**src/rtl/board_reset_ctrl_pkg.sv**
```systemverilog
// Shared types and constants for the board reset sequencer and button conditioners.
package board_ctrl_pkg;

    localparam int unsigned SYNC_STAGES = 2;

    typedef enum logic [1:0] {
        HOLD  = 2'd0,
        COUNT = 2'd1,
        RUN   = 2'd2
    } rst_state_e;

    function automatic logic sync_tap(input logic [SYNC_STAGES-1:0] chain);
        return chain[SYNC_STAGES-1];
    endfunction

endpackage

```
**src/rtl/board_reset_ctrl_if.sv**
```systemverilog
// Button bundle between board pins and the reset controller; names are seen from the controller side.
interface board_reset_ctrl_if #(
    parameter int unsigned NUM_BTNS = 7
);
    logic [NUM_BTNS-1:0] btn_i;
    logic [NUM_BTNS-1:0] btn_o;
    logic [NUM_BTNS-1:0] btn_press_o;
    logic [NUM_BTNS-1:0] btn_release_o;
    logic [NUM_BTNS-1:0] btn_long_o;

    modport master (
        output btn_i,
        input  btn_o, btn_press_o, btn_release_o, btn_long_o
    );

    modport slave (
        input  btn_i,
        output btn_o, btn_press_o, btn_release_o, btn_long_o
    );
endinterface

```
**src/rtl/board_reset_ctrl_btn_debounce.sv**
```systemverilog
// One button channel: synchroniser, polarity fix, debounce, press/release strobes.
// Long-press strobe only when BTN_LONG_PRESS_EN is defined.
module btn_debounce
    import board_ctrl_pkg::*;
#(
    parameter logic        ACTIVE_LOW      = 1'b1,
    parameter int unsigned DEBOUNCE_CYCLES = 16
`ifdef BTN_LONG_PRESS_EN
    ,
    parameter int unsigned LONG_CYCLES     = 1000000
`endif
) (
    input  logic clk,
    input  logic reset_n_i,
    input  logic btn_i,
    output logic btn_o,
    output logic press_o,
    output logic release_o,
    output logic long_o
);
    localparam int unsigned     CW       = $clog2(DEBOUNCE_CYCLES + 1);
    localparam logic [CW-1:0]   CNT_LAST = CW'(DEBOUNCE_CYCLES - 1);

    logic [SYNC_STAGES-1:0] sync_q;
    logic                   sample_s;
    logic [CW-1:0]          cnt_q, cnt_d;
    logic                   lvl_q, lvl_d;
    logic                   press_q, press_d;
    logic                   rel_q, rel_d;

    assign sample_s = sync_tap(sync_q) ^ ACTIVE_LOW;

    // Pin synchroniser
    always_ff @(posedge clk or negedge reset_n_i) begin
        if (!reset_n_i) begin
            sync_q <= {SYNC_STAGES{1'b0}};
        end else begin
            sync_q <= {sync_q[SYNC_STAGES-2:0], btn_i};
        end
    end

    // Debounce next-state: a level change needs DEBOUNCE_CYCLES differing samples in a row
    always_comb begin
        cnt_d   = {CW{1'b0}};
        lvl_d   = lvl_q;
        press_d = 1'b0;
        rel_d   = 1'b0;
        if (sample_s == lvl_q) begin
            cnt_d = {CW{1'b0}};
        end else if (cnt_q == CNT_LAST) begin
            lvl_d   = ~lvl_q;
            press_d = ~lvl_q;
            rel_d   = lvl_q;
        end else begin
            cnt_d = cnt_q + CW'(1'b1);
        end
    end

    // Debounce state and strobe registers
    always_ff @(posedge clk or negedge reset_n_i) begin
        if (!reset_n_i) begin
            cnt_q   <= {CW{1'b0}};
            lvl_q   <= 1'b0;
            press_q <= 1'b0;
            rel_q   <= 1'b0;
        end else begin
            cnt_q   <= cnt_d;
            lvl_q   <= lvl_d;
            press_q <= press_d;
            rel_q   <= rel_d;
        end
    end

    assign btn_o     = lvl_q;
    assign press_o   = press_q;
    assign release_o = rel_q;

`ifdef BTN_LONG_PRESS_EN
    localparam int unsigned   HW        = $clog2(LONG_CYCLES + 1);
    localparam logic [HW-1:0] HOLD_MAX  = HW'(LONG_CYCLES);
    localparam logic [HW-1:0] HOLD_LAST = HW'(LONG_CYCLES - 1);

    logic [HW-1:0] hold_q, hold_d;
    logic          long_q, long_d;

    // Hold counter saturates past the strobe point so the strobe fires once per press
    always_comb begin
        hold_d = hold_q;
        long_d = lvl_q && (hold_q == HOLD_LAST);
        if (!lvl_q) begin
            hold_d = {HW{1'b0}};
        end else if (hold_q != HOLD_MAX) begin
            hold_d = hold_q + HW'(1'b1);
        end else begin
            hold_d = hold_q;
        end
    end

    // Hold counter and long-press strobe registers
    always_ff @(posedge clk or negedge reset_n_i) begin
        if (!reset_n_i) begin
            hold_q <= {HW{1'b0}};
            long_q <= 1'b0;
        end else begin
            hold_q <= hold_d;
            long_q <= long_d;
        end
    end

    assign long_o = long_q;
`else
    assign long_o = 1'b0;
`endif

endmodule

```
**src/rtl/board_reset_ctrl.sv**
```systemverilog
// Board reset sequencer: lock synchroniser, POR hold FSM and per-button conditioners.
// Optional long-press strobes are enabled with the BTN_LONG_PRESS_EN macro.
module board_reset_ctrl
    import board_ctrl_pkg::*;
#(
    parameter int unsigned         NUM_BTNS        = 7,
    parameter logic [NUM_BTNS-1:0] BTN_ACTIVE_LOW  = {NUM_BTNS{1'b1}},
    parameter int unsigned         RESET_BTN_IDX   = 0,
    parameter int unsigned         DEBOUNCE_CYCLES = 16,
    parameter int unsigned         POR_CYCLES      = 31
`ifdef BTN_LONG_PRESS_EN
    ,
    parameter int unsigned         LONG_CYCLES     = 1000000
`endif
) (
    input  logic               clk,
    input  logic               reset_n_i,
    input  logic               pll_locked_i,
    output logic               reset_o,
    board_reset_ctrl_if.slave  btn_if
);
    localparam int unsigned   PW       = $clog2(POR_CYCLES + 1);
    localparam logic [PW-1:0] POR_LAST = PW'(POR_CYCLES - 1);

    logic [SYNC_STAGES-1:0] lock_sync_q;
    logic [NUM_BTNS-1:0]    lvl_s, press_s, rel_s, long_s;
    logic                   hold_req_s;
    rst_state_e             state_q, state_d;
    logic [PW-1:0]          por_q, por_d;
    logic                   reset_q, reset_d;

    for (genvar g = 0; g < NUM_BTNS; g++) begin : g_btn
        btn_debounce #(
            .ACTIVE_LOW      (BTN_ACTIVE_LOW[g]),
            .DEBOUNCE_CYCLES (DEBOUNCE_CYCLES)
`ifdef BTN_LONG_PRESS_EN
            ,
            .LONG_CYCLES     (LONG_CYCLES)
`endif
        ) u_debounce (
            .clk       (clk),
            .reset_n_i (reset_n_i),
            .btn_i     (btn_if.btn_i[g]),
            .btn_o     (lvl_s[g]),
            .press_o   (press_s[g]),
            .release_o (rel_s[g]),
            .long_o    (long_s[g])
        );
    end

    assign btn_if.btn_o         = lvl_s;
    assign btn_if.btn_press_o   = press_s;
    assign btn_if.btn_release_o = rel_s;
    assign btn_if.btn_long_o    = long_s;

    // Lost lock and a held reset button are equivalent reasons to hold the core
    assign hold_req_s = !sync_tap(lock_sync_q) || lvl_s[RESET_BTN_IDX];

    // State, POR counter, lock synchroniser and reset output registers
    always_ff @(posedge clk or negedge reset_n_i) begin
        if (!reset_n_i) begin
            lock_sync_q <= {SYNC_STAGES{1'b0}};
            state_q     <= HOLD;
            por_q       <= {PW{1'b0}};
            reset_q     <= 1'b1;
        end else begin
            lock_sync_q <= {lock_sync_q[SYNC_STAGES-2:0], pll_locked_i};
            state_q     <= state_d;
            por_q       <= por_d;
            reset_q     <= reset_d;
        end
    end

    // Next-state logic; the POR counter stops at its last value instead of wrapping
    always_comb begin
        state_d = state_q;
        por_d   = por_q;
        case (state_q)
            HOLD: begin
                por_d = {PW{1'b0}};
                if (!hold_req_s) begin
                    state_d = COUNT;
                end else begin
                    state_d = HOLD;
                end
            end
            COUNT: begin
                if (hold_req_s) begin
                    state_d = HOLD;
                    por_d   = {PW{1'b0}};
                end else if (por_q == POR_LAST) begin
                    state_d = RUN;
                end else begin
                    por_d = por_q + PW'(1'b1);
                end
            end
            RUN: begin
                if (hold_req_s) begin
                    state_d = HOLD;
                end else begin
                    state_d = RUN;
                end
            end
            default: begin
                state_d = HOLD;
                por_d   = {PW{1'b0}};
            end
        endcase
    end

    // Output decode, registered above
    always_comb begin
        reset_d = (state_q != RUN);
    end

    assign reset_o = reset_q;

endmodule

```
**src/flat_wrapper.sv**
```systemverilog
// flat-port wrapper written by rule: the top's interface ports become plain ports
module board_reset_ctrl_flat import board_ctrl_pkg::*;
#(
    parameter int unsigned         NUM_BTNS        = 7,
    parameter logic [NUM_BTNS-1:0] BTN_ACTIVE_LOW  = {NUM_BTNS{1'b1}},
    parameter int unsigned         RESET_BTN_IDX   = 0,
    parameter int unsigned         DEBOUNCE_CYCLES = 16,
    parameter int unsigned         POR_CYCLES      = 31

)
  (clk, reset_n_i, pll_locked_i, reset_o, btn_if_btn_i, btn_if_btn_o, btn_if_btn_press_o, btn_if_btn_release_o, btn_if_btn_long_o);
  board_reset_ctrl_if #(.NUM_BTNS(NUM_BTNS)) btn_if_i ();
  input  logic clk;
  input  logic reset_n_i;
  input  logic pll_locked_i;
  output logic reset_o;
  input wire logic [$bits(btn_if_i.btn_i)-1:0] btn_if_btn_i;
  output wire logic [$bits(btn_if_i.btn_o)-1:0] btn_if_btn_o;
  output wire logic [$bits(btn_if_i.btn_press_o)-1:0] btn_if_btn_press_o;
  output wire logic [$bits(btn_if_i.btn_release_o)-1:0] btn_if_btn_release_o;
  output wire logic [$bits(btn_if_i.btn_long_o)-1:0] btn_if_btn_long_o;
  assign btn_if_i.btn_i = btn_if_btn_i;
  assign btn_if_btn_o = btn_if_i.btn_o;
  assign btn_if_btn_press_o = btn_if_i.btn_press_o;
  assign btn_if_btn_release_o = btn_if_i.btn_release_o;
  assign btn_if_btn_long_o = btn_if_i.btn_long_o;
  board_reset_ctrl #(.NUM_BTNS(NUM_BTNS), .BTN_ACTIVE_LOW(BTN_ACTIVE_LOW), .RESET_BTN_IDX(RESET_BTN_IDX), .DEBOUNCE_CYCLES(DEBOUNCE_CYCLES), .POR_CYCLES(POR_CYCLES)) u_core (.clk(clk), .reset_n_i(reset_n_i), .pll_locked_i(pll_locked_i), .reset_o(reset_o), .btn_if(btn_if_i));
endmodule
```
**config.mk**
```make
export PLATFORM = sky130hd
export DESIGN_NAME = board_reset_ctrl_flat
export DESIGN_NICKNAME = d
export VERILOG_FILES = /design/src/rtl/board_reset_ctrl_pkg.sv /design/src/rtl/board_reset_ctrl_if.sv /design/src/rtl/board_reset_ctrl_btn_debounce.sv /design/src/rtl/board_reset_ctrl.sv /design/src/flat_wrapper.sv
export SDC_FILE = /design/constraint.sdc
export NUM_CORES = 1
export LEC_CHECK = 0
export BUFFER_PORTS_ARGS = -buffer_cell sky130_fd_sc_hd__buf_4
export CAP_MARGIN = 40
export CORE_MARGIN = 5
export CORE_UTILIZATION = 30
export DETAILED_ROUTE_END_ITERATION = 10
export PLACE_DENSITY_LB_ADDON = 0.3
export SYNTH_ARGS = -nofsm -noshare
export SYNTH_HDL_FRONTEND = slang
export SYNTH_SLANG_ARGS = --single-unit
```
**constraint.sdc**
```tcl
create_clock -name clk -period 1.3 [get_ports clk]
set_clock_uncertainty 0.1 [all_clocks]
set_input_delay 0.195 -clock clk [delete_from_list [all_inputs] [get_ports clk]]
set_output_delay 0.195 -clock clk [all_outputs]
set_load 0.005 [all_outputs]
```
# [Word-level counts from Yosys, hierarchy flattened]
# Cells that the tools add are included.
[totals] reg_bits=80 inputBits=10 out_inout_bits=29 elab_cells=150
[classes] addsub=8 eq_ne=20 mux=50 bitwise=22 reduce_logical=11
[op_table] operator="2-to-1 mux 5 bit" n=16
[op_table] operator="adder 5 x 1 -> 5 bit (second input constant)" n=8
[op_table] operator="== test 5 x 4 -> 1 bit (second input constant)" n=7
[op_table] operator="2-to-1 mux 1 bit" n=29
[op_table] operator="inverter 1 bit" n=22
[op_table] operator="AND reduction 2 bit" n=8
[op_table] operator="one-hot mux 5 bit (2 select lines)" n=1
[op_table] operator="== test 1 bit" n=7
[op_table] operator="2-to-1 mux 2 bit" n=3
[op_table] operator="one-hot mux 2 bit (3 select lines)" n=1
[op_table] operator="== test 5 bit (second input constant)" n=1
[op_table] operator="inequality test 3 x 1 -> 1 bit (second input constant)" n=1
[op_table] operator="inequality test 3 x 2 -> 1 bit (second input constant)" n=1
[op_table] operator="== test 2 x 1 -> 1 bit (second input constant)" n=1
[op_table] operator="== test 2 bit (second input constant)" n=1
[op_table] operator="zero test 2 bit" n=1
[op_table] operator="inequality test 2 bit (second input constant)" n=1
[op_table] operator="zero test 1 bit" n=1
[op_table] operator="logical OR 1 bit" n=1

# [Depth between registers and ports, before layout]
# Gate-level depths: netlist (run 1).
[logic_depth] ltp_word=4 ltp_mapped=6 ltp_nobuf=5

# [Cells and area by module]
# A second synthesis (run 1) with hierarchy kept.
[hier_totals] cells_unflattened=260 area_unflattened_um2=3229.3
[modules_own_cells] module="btn_debounce" n_inst=7 cells_each=30 area_each_um2=384.1 seq_area_each_um2=250.2
[modules_own_cells] module="board_reset_ctrl" n_inst=1 cells_each=50 area_each_um2=540.5 seq_area_each_um2=251.5

# [Least setup slack after synthesis (run 1)]
# Ideal clock, no wire load.
[synth_timing] path_kind="reg-to-reg" startpoint="register u_core.state_q[1]" endpoint="register u_core.por_q[4]" setup_ps=127 t_arrival_ps=1196 t_required_ps=1073 setup_slack_ps=-122 stages_incl_launch_ff=7 path_buffers=1 synth_period_minus_slack_ps=1422 path_cell_list="dfrtp_1 > inv_1 > ha_1 > and3b_1 > buf_2 > o21ai_1 > o2bb2a_1"
[synth_between] elab_chain_len=3 elab_cells_between_ends=6 classes_between="eq/ne: 3; mux: 1; bitwise: 1; reduce/logical: 1"
[synth_lines] element="start, declared" line="board_reset_ctrl.sv:28" rtl="rst_state_e state_q, state_d;"
[synth_lines] element="start signal, assigned" line="board_reset_ctrl.sv:68" rtl="state_q <= state_d;"
[synth_lines] element="== test 2 x 1 -> 1 bit / == test 2 bit (equally long branches)" line="board_reset_ctrl.sv:78" rtl="case (state_q)"
[synth_lines] element="inequality test 3 x 2 -> 1 bit (no line) / inverter 1 bit (equally long branches)"
[synth_lines] element="AND reduction 2 bit (no line)"
[synth_lines] element="end signal, assigned" line="board_reset_ctrl.sv:64" rtl="por_q <= {PW{1'b0}};"
[synth_lines] element="end signal, assigned" line="board_reset_ctrl.sv:69" rtl="por_q <= por_d;"
[synth_lines] element="end, declared" line="board_reset_ctrl.sv:29" rtl="logic [PW-1:0] por_q, por_d;"
# Several ways; a longest one is shown, not always the timed one.
# A chain may end at the register's enable or synchronous reset.

# [Final worst setup path (run 1)]
[layout_timing] startpoint="register u_core.state_q[0]" endpoint="register u_core.por_q[3]"
# The elaborated chain is that of the path after synthesis.

==> results of run 1 <==
[kinds of logic after synthesis]
family / share of synthesized area [%]
mux: 0.306
other cells: 0.115
buf+inv: 7.39
xor+xnor: 5.63
simple gates: 15.5
fa+ha+maj: 4.98
compound gates: 4.79
flops: 61.3
[synthesized netlist by cell type (all sizes together)]
library cell,count
nand2,30
xnor2,7
and4,1
dfstp,1
a21oi,4
nand4,1
nor2,23
nand3,13
inv,7
a31oi,7
conb,1
nand2b,2
nand3b,1
mux2i,1
dfrtp,79
and3,4
nor3,7
nand4b,7
and3b,1
o31ai,1
buf,29
o21ai,9
and2,10
o211ai,1
o22ai,1
xor2,14
or4,1
a211o,1
o2bb2a,1
ha,13
[metrics by stage]
step | power, W | area [µm²] | TNS, ns
final | 0.00552 | 4100 | -0.418
after global placement | 0.00331 | 3590 | -0.517
after floorplan | 0.00307 | 3300 | -0.193
after CTS | 0.00553 | 3970 | -0.510
after detailed placement | 0.00333 | 3590 | -0.816
after global routing | 0.00583 | 4100 | -1.15
[state kept, by name (all words and copies together), names as in the netlist]
register and cells:
u_core.g_btn.u_debounce.cnt_q 35, u_core.g_btn.u_debounce.sync_q 14, u_core.g_btn.u_debounce.btn_o 7, u_core.g_btn.u_debounce.press_o 7
u_core.g_btn.u_debounce.release_o 7, u_core.por_q 5, u_core.lock_sync_q 2, u_core.state_q 2
u_core.reset_o 1
[report_power, final]
group	switching, W	total, W	internal (W)
clock network	0.000920	0.00206	0.00114
logic	0.000336	0.000726	0.000390
registers	0.000116	0.00274	0.00262
total	0.00137	0.00552	0.00415
[metal layers]
layer | up-vias | track usage [%] | wire length [µm]
met1 | 975 | 10.9 | 2500
met5 | - | 0 | 0
met3 | 9 | 3.33 | 282
met4 | 0 | 4.20 | 106
li1 | 987 | - | -
met2 | 42 | 14.0 | 2560
[worst paths after layout]
path                       depth (start not counted)                                              to  slack [ns]
min in group clk                                   0  u_core.g_btn[0].u_debounce.sync_q[1]$_DFF_PN0_        0.25
max in group asynchronous                          3  u_core.g_btn[5].u_debounce.release_o$_DFF_PN0_        0.43
setup reg to reg                                   4                     u_core.por_q[3]$_DFFE_PN0P_       -0.09
hold reg to reg                                    0  u_core.g_btn[0].u_debounce.sync_q[1]$_DFF_PN0_        0.25
hold / removal                                     2                        u_core.reset_o$_DFF_PN1_        0.23
setup / recovery                                   4                     u_core.por_q[3]$_DFFE_PN0P_       -0.09
[layout make-up]
class	count	area (µm²)	share of cell area, %
tap	140	175	4.27
timing repair buffer	58	485	11.8
multi-input combinational	168	1180	28.8
clock buffer	10	138	3.35
clock inverter	6	92.6	2.26
inverter	7	26.3	0.640
sequential	80	2000	48.9
[repair_timing]
item                                    in CTS  in global routing
endpoints found under the setup margin       8                 30
buffers inserted                             4                  2
gates cloned                                 0                  0
hold buffers                                 9                  0
pin swaps                                    3                 18
gates resized for setup                     10                 25
hold endpoints to repair                    88                  0
==> results.cfg, run 1 <==
[synthesis]
synth_cell_types = 34
ys_warn_count = 0
synth_area_leaders = dfrtp_1 (61%), buf_4 (6.4%), ha_1 (5.0%)
yosysTopAreaCell = dfrtp_1
synth-seq-area-share_pct = 61.3
synth_area_per_cell_um2 = 11.8
synth_top_area_share_pct = 60.5
postSynthCellCount = 278
ys_ff_latch = 80
synthesis.area_um2 = 3270

[sta]
fin_hold_ws_ns = 0.232
rsz0062_at_grt = true
finalHoldViolations = 0
min_period_over_period_pct = 107
setup-violations-final = 7
timing.final.ws_setup_ns = -0.0891
fmax_mhz = 720
finalMaxSlewViolations = 0
period_minus_slack_ns = 1.39

[clocking]
clock_sinks = 80
path_clk_slew_ns = 0.08
cts_tree = built
cts_buffers = 9
htree_levels = 3
clkLatencyLatePin_ns = 0.35
root_buffer = clkbuf_8
cts.path.max_buffers = 2

[finish]
fin_nets = 347
areaGrowthSynthToFinish_pct = 25.6
postLayoutCoreUtil_pct = 38.2
final_common_cell = dfrtp_1
layout_common_cells = dfrtp_1 (78), buf_4 (44), nand2_1 (30)
stdcell_count = 469
fillers = 1051
drive_above_1_share_pct = 29.5
antenna_cells = 0

[power]
ir_drop_v = 0.000714
leakagePower_nw = 1.93
p_per_area_nw_per_um2 = 1350

[status]
violations = negative setup slack
outcome = finished, violations left

[floorplanning]
io_pins = 39
die_w_um = 114
core_um2 = 10700
die_y_um = 114
die_area_um2 = 13100
num_rows = 38
initial_core_util_pct = 30.4

[job]
cap_violations = 0

[setup_path]
critical_path.max_fanout = 3
crit_slowest_cell = or4_1
critPathCaptureType = flip-flop
required_ns = 1.48
cp_top_family = simple AND/OR/NAND/NOR gates
worstPathArrival_ns = 1.57
timing.critical_path.from = u_core.state_q[0]$_DFFE_PN0P_
worstSetupStartpointType = flip-flop
criticalPathCategory = flip-flop to flip-flop
r2r-start = u_core.state_q[0]$_DFFE_PN0P_
critPathBufInv = 1
path_cells = inv_2 -> ha_2 -> or4_1 -> nand3_1
critPathMaxStageDelay_ns = 0.46

[drt]
drcViolationCount = 0
viasPerCell = 4.29
wire_per_inst_um = 11.6
vias = 2013
ant_nets = 0
dr.first_iter.drc_count = 108
wl_um = 5450
firstDrtPassIters = 4

[global_routing]
grt_pass1_vias = 2020
grt-ovfl-total = 0
grt_max_degree = 80
antenna_found_initial = 0
grt_pass1_wl_um = 9250
grt_usage_pct = 8.93

[placement]
dp_slack_ns = -0.181
portBuffers = 31
placed_cells = 438
gp_congestion = 0.735
post-dp-hpwl_um = 3420

[worst_hold_path]
hp-class = input port to async pin
(Power assumes the default switching activity.)
==> inputs of run 2 (changes only) <==
Settings changed: CORE_MARGIN 5 to not set.
==> run 2 against run 1 <==
The run still ends with negative setup slack left. Register-to-register slack about the same. Critical path depth increased by 1. Final area about the same.
==> results.cfg, run 2 (synthesis results as in run 1) <==
[status]
outcome = finished, violations left
violations = negative setup slack

[clocking]
root_buffer = clkbuf_8
cts_buffers = 9
clkLatencyLatePin_ns = 0.35
path_clk_slew_ns = 0.07
cts_tree = built
htree_levels = 3
cts.path.max_buffers = 2
clock_sinks = 80

[finish]
drive_above_1_share_pct = 28.2
reg.largest.list = u_core.g_btn.u_debounce.cnt_q x35, u_core.g_btn.u_debounce.sync_q x14
largest_reg_flops = 35
final_common_cell = dfrtp_1
areaGrowthSynthToFinish_pct = 25.7
antenna_cells = 0
regMostFlops = u_core.g_btn.u_debounce.cnt_q
stdcell_count = 466
fillers = 1012
fin_nets = 348
layout_common_cells = dfrtp_1 (78), buf_4 (44), nand2_1 (29)

[power]
p_per_area_nw_per_um2 = 1330
pwr-share-clk_pct = 37.6
power_frac_seq_pct = 50.2
leakagePower_nw = 1.94
switchingPower_w = 0.00127
p_comb_share_pct = 12.2
ir_drop_v = 0.000627
power_w = 0.00544
switching_share_pct = 23.3
intPower_w = 0.00418

[drt]
drcViolationCount = 0
wl_um = 5280
wire_per_inst_um = 11.3
dr.first_iter.drc_count = 58
firstDrtPassIters = 4
viasPerCell = 4.34
vias = 2023
ant_nets = 0

[setup_path]
critical_path.max_fanout = 4
critPathCaptureType = flip-flop
criticalPathCategory = flip-flop to flip-flop
worstSetupStartpointType = flip-flop
required_ns = 1.44
worstPathArrival_ns = 1.53

[floorplanning]
die_area_um2 = 11300
die_w_um = 106
core_um2 = 10500
io_pins = 39
die_y_um = 106
initial_core_util_pct = 31.2
num_rows = 37

[global_routing]
grt_pass1_wl_um = 8830
grt-ovfl-total = 0
grt_max_degree = 24
grt_pass1_vias = 2015
grt_usage_pct = 9.92
antenna_found_initial = 0

[sta]
fmax_mhz = 717
timing.final.ws_setup_ns = -0.0955
min_period_over_period_pct = 107
period_minus_slack_ns = 1.40
rsz0062_at_grt = true
finalHoldViolations = 0
finalMaxSlewViolations = 0
setup-violations-final = 6

[placement]
placed_cells = 436
portBuffers = 31
post-dp-hpwl_um = 3490
gp_congestion = 0.799

[job]
cap_violations = 0

[worst_hold_path]
hp-class = input port to async pin
-- run 2: what timing repair did --
item	in CTS	in global routing
pin swaps	2	16
hold endpoints to repair	88	0
setup buffers	2	3
resized for setup	5	24
setup endpoints to repair	8	35
hold buffers	9	0
-- run 2: per-stage QoR --
step                TNS, ns  worst slack [ns]  area, µm²  util, %  hold WS, ns
floorplan            -0.193           -0.0671       3300        -       -0.201
global placement     -0.366            -0.100       3630     34.7       0.0146
detailed placement   -0.579            -0.137       3630     34.7       0.0148
CTS                  -0.450           -0.0910       3980     38.1        0.172
global route         -0.878            -0.148       4110     39.2        0.187
finish               -0.409           -0.0955       4110     39.2        0.186
-- run 2: critical path, cell delays in order (launching register included) --
cell	delay, ns
dfrtp_1	0.38
inv_1	0.06
ha_2	0.20
and4_4	0.26
nor2_1	0.06
o31ai_1	0.24
-- run 2: power groups by stage --
stage	Combinational [W]	Sequential, W	Clock, W
final	0.000664	0.00273	0.00205
after global routing	0.000757	0.00275	0.00223
after CTS	0.000619	0.00271	0.00214
after detailed placement	0.000582	0.00276	0
after global placement	0.000564	0.00275	0
after floorplan	0.000313	0.00276	0
-- run 2: layout make-up --
cell class | instances | area, µm² | area share (%)
Tap cell | 136 | 170 | 4.15
Clock buffer | 15 | 206 | 5.03
Sequential cell | 80 | 2000 | 48.8
Multi-Input combinational cell | 168 | 1150 | 28.0
Timing Repair Buffer | 59 | 514 | 12.5
Clock inverter | 1 | 30.0 | 0.731
Inverter | 7 | 28.8 | 0.701
-- run 2: path summary, 6_finish.rpt --
| kind | startpoint | to | slack [ns] | depth (start not counted) |
|---|---|---|---|---|
| hold / removal | reset_n_i | u_core.g_btn[3].u_debounce.sync_q[0]$_DFF_PN0_ | 0.19 | 2 |
| setup / recovery | u_core.por_q[0]$_DFFE_PN0P_ | u_core.state_q[1]$_DFFE_PN0P_ | -0.1 | 5 |
| setup reg to reg | u_core.por_q[0]$_DFFE_PN0P_ | u_core.state_q[1]$_DFFE_PN0P_ | -0.1 | 5 |
| min in group clk | u_core.g_btn[2].u_debounce.sync_q[0]$_DFF_PN0_ | u_core.g_btn[2].u_debounce.sync_q[1]$_DFF_PN0_ | 0.25 | 0 |
| max in group asynchronous | reset_n_i | u_core.state_q[0]$_DFFE_PN0P_ | 0.48 | 3 |
| hold reg to reg | u_core.g_btn[2].u_debounce.sync_q[0]$_DFF_PN0_ | u_core.g_btn[2].u_debounce.sync_q[1]$_DFF_PN0_ | 0.25 | 0 |
-- run 2: metal layers --
| layer | share of wire, % | vias up | global-route usage, % |
|---|---|---|---|
| met2 | 48 | 41 | 15.8 |
| met1 | 47 | 985 | 11.9 |
| li1 | - | 987 | - |
| met3 | 4.5 | 10 | 3.80 |
| met5 | 0 | - | 0 |
| met4 | 1.1 | 0 | 4.46 |
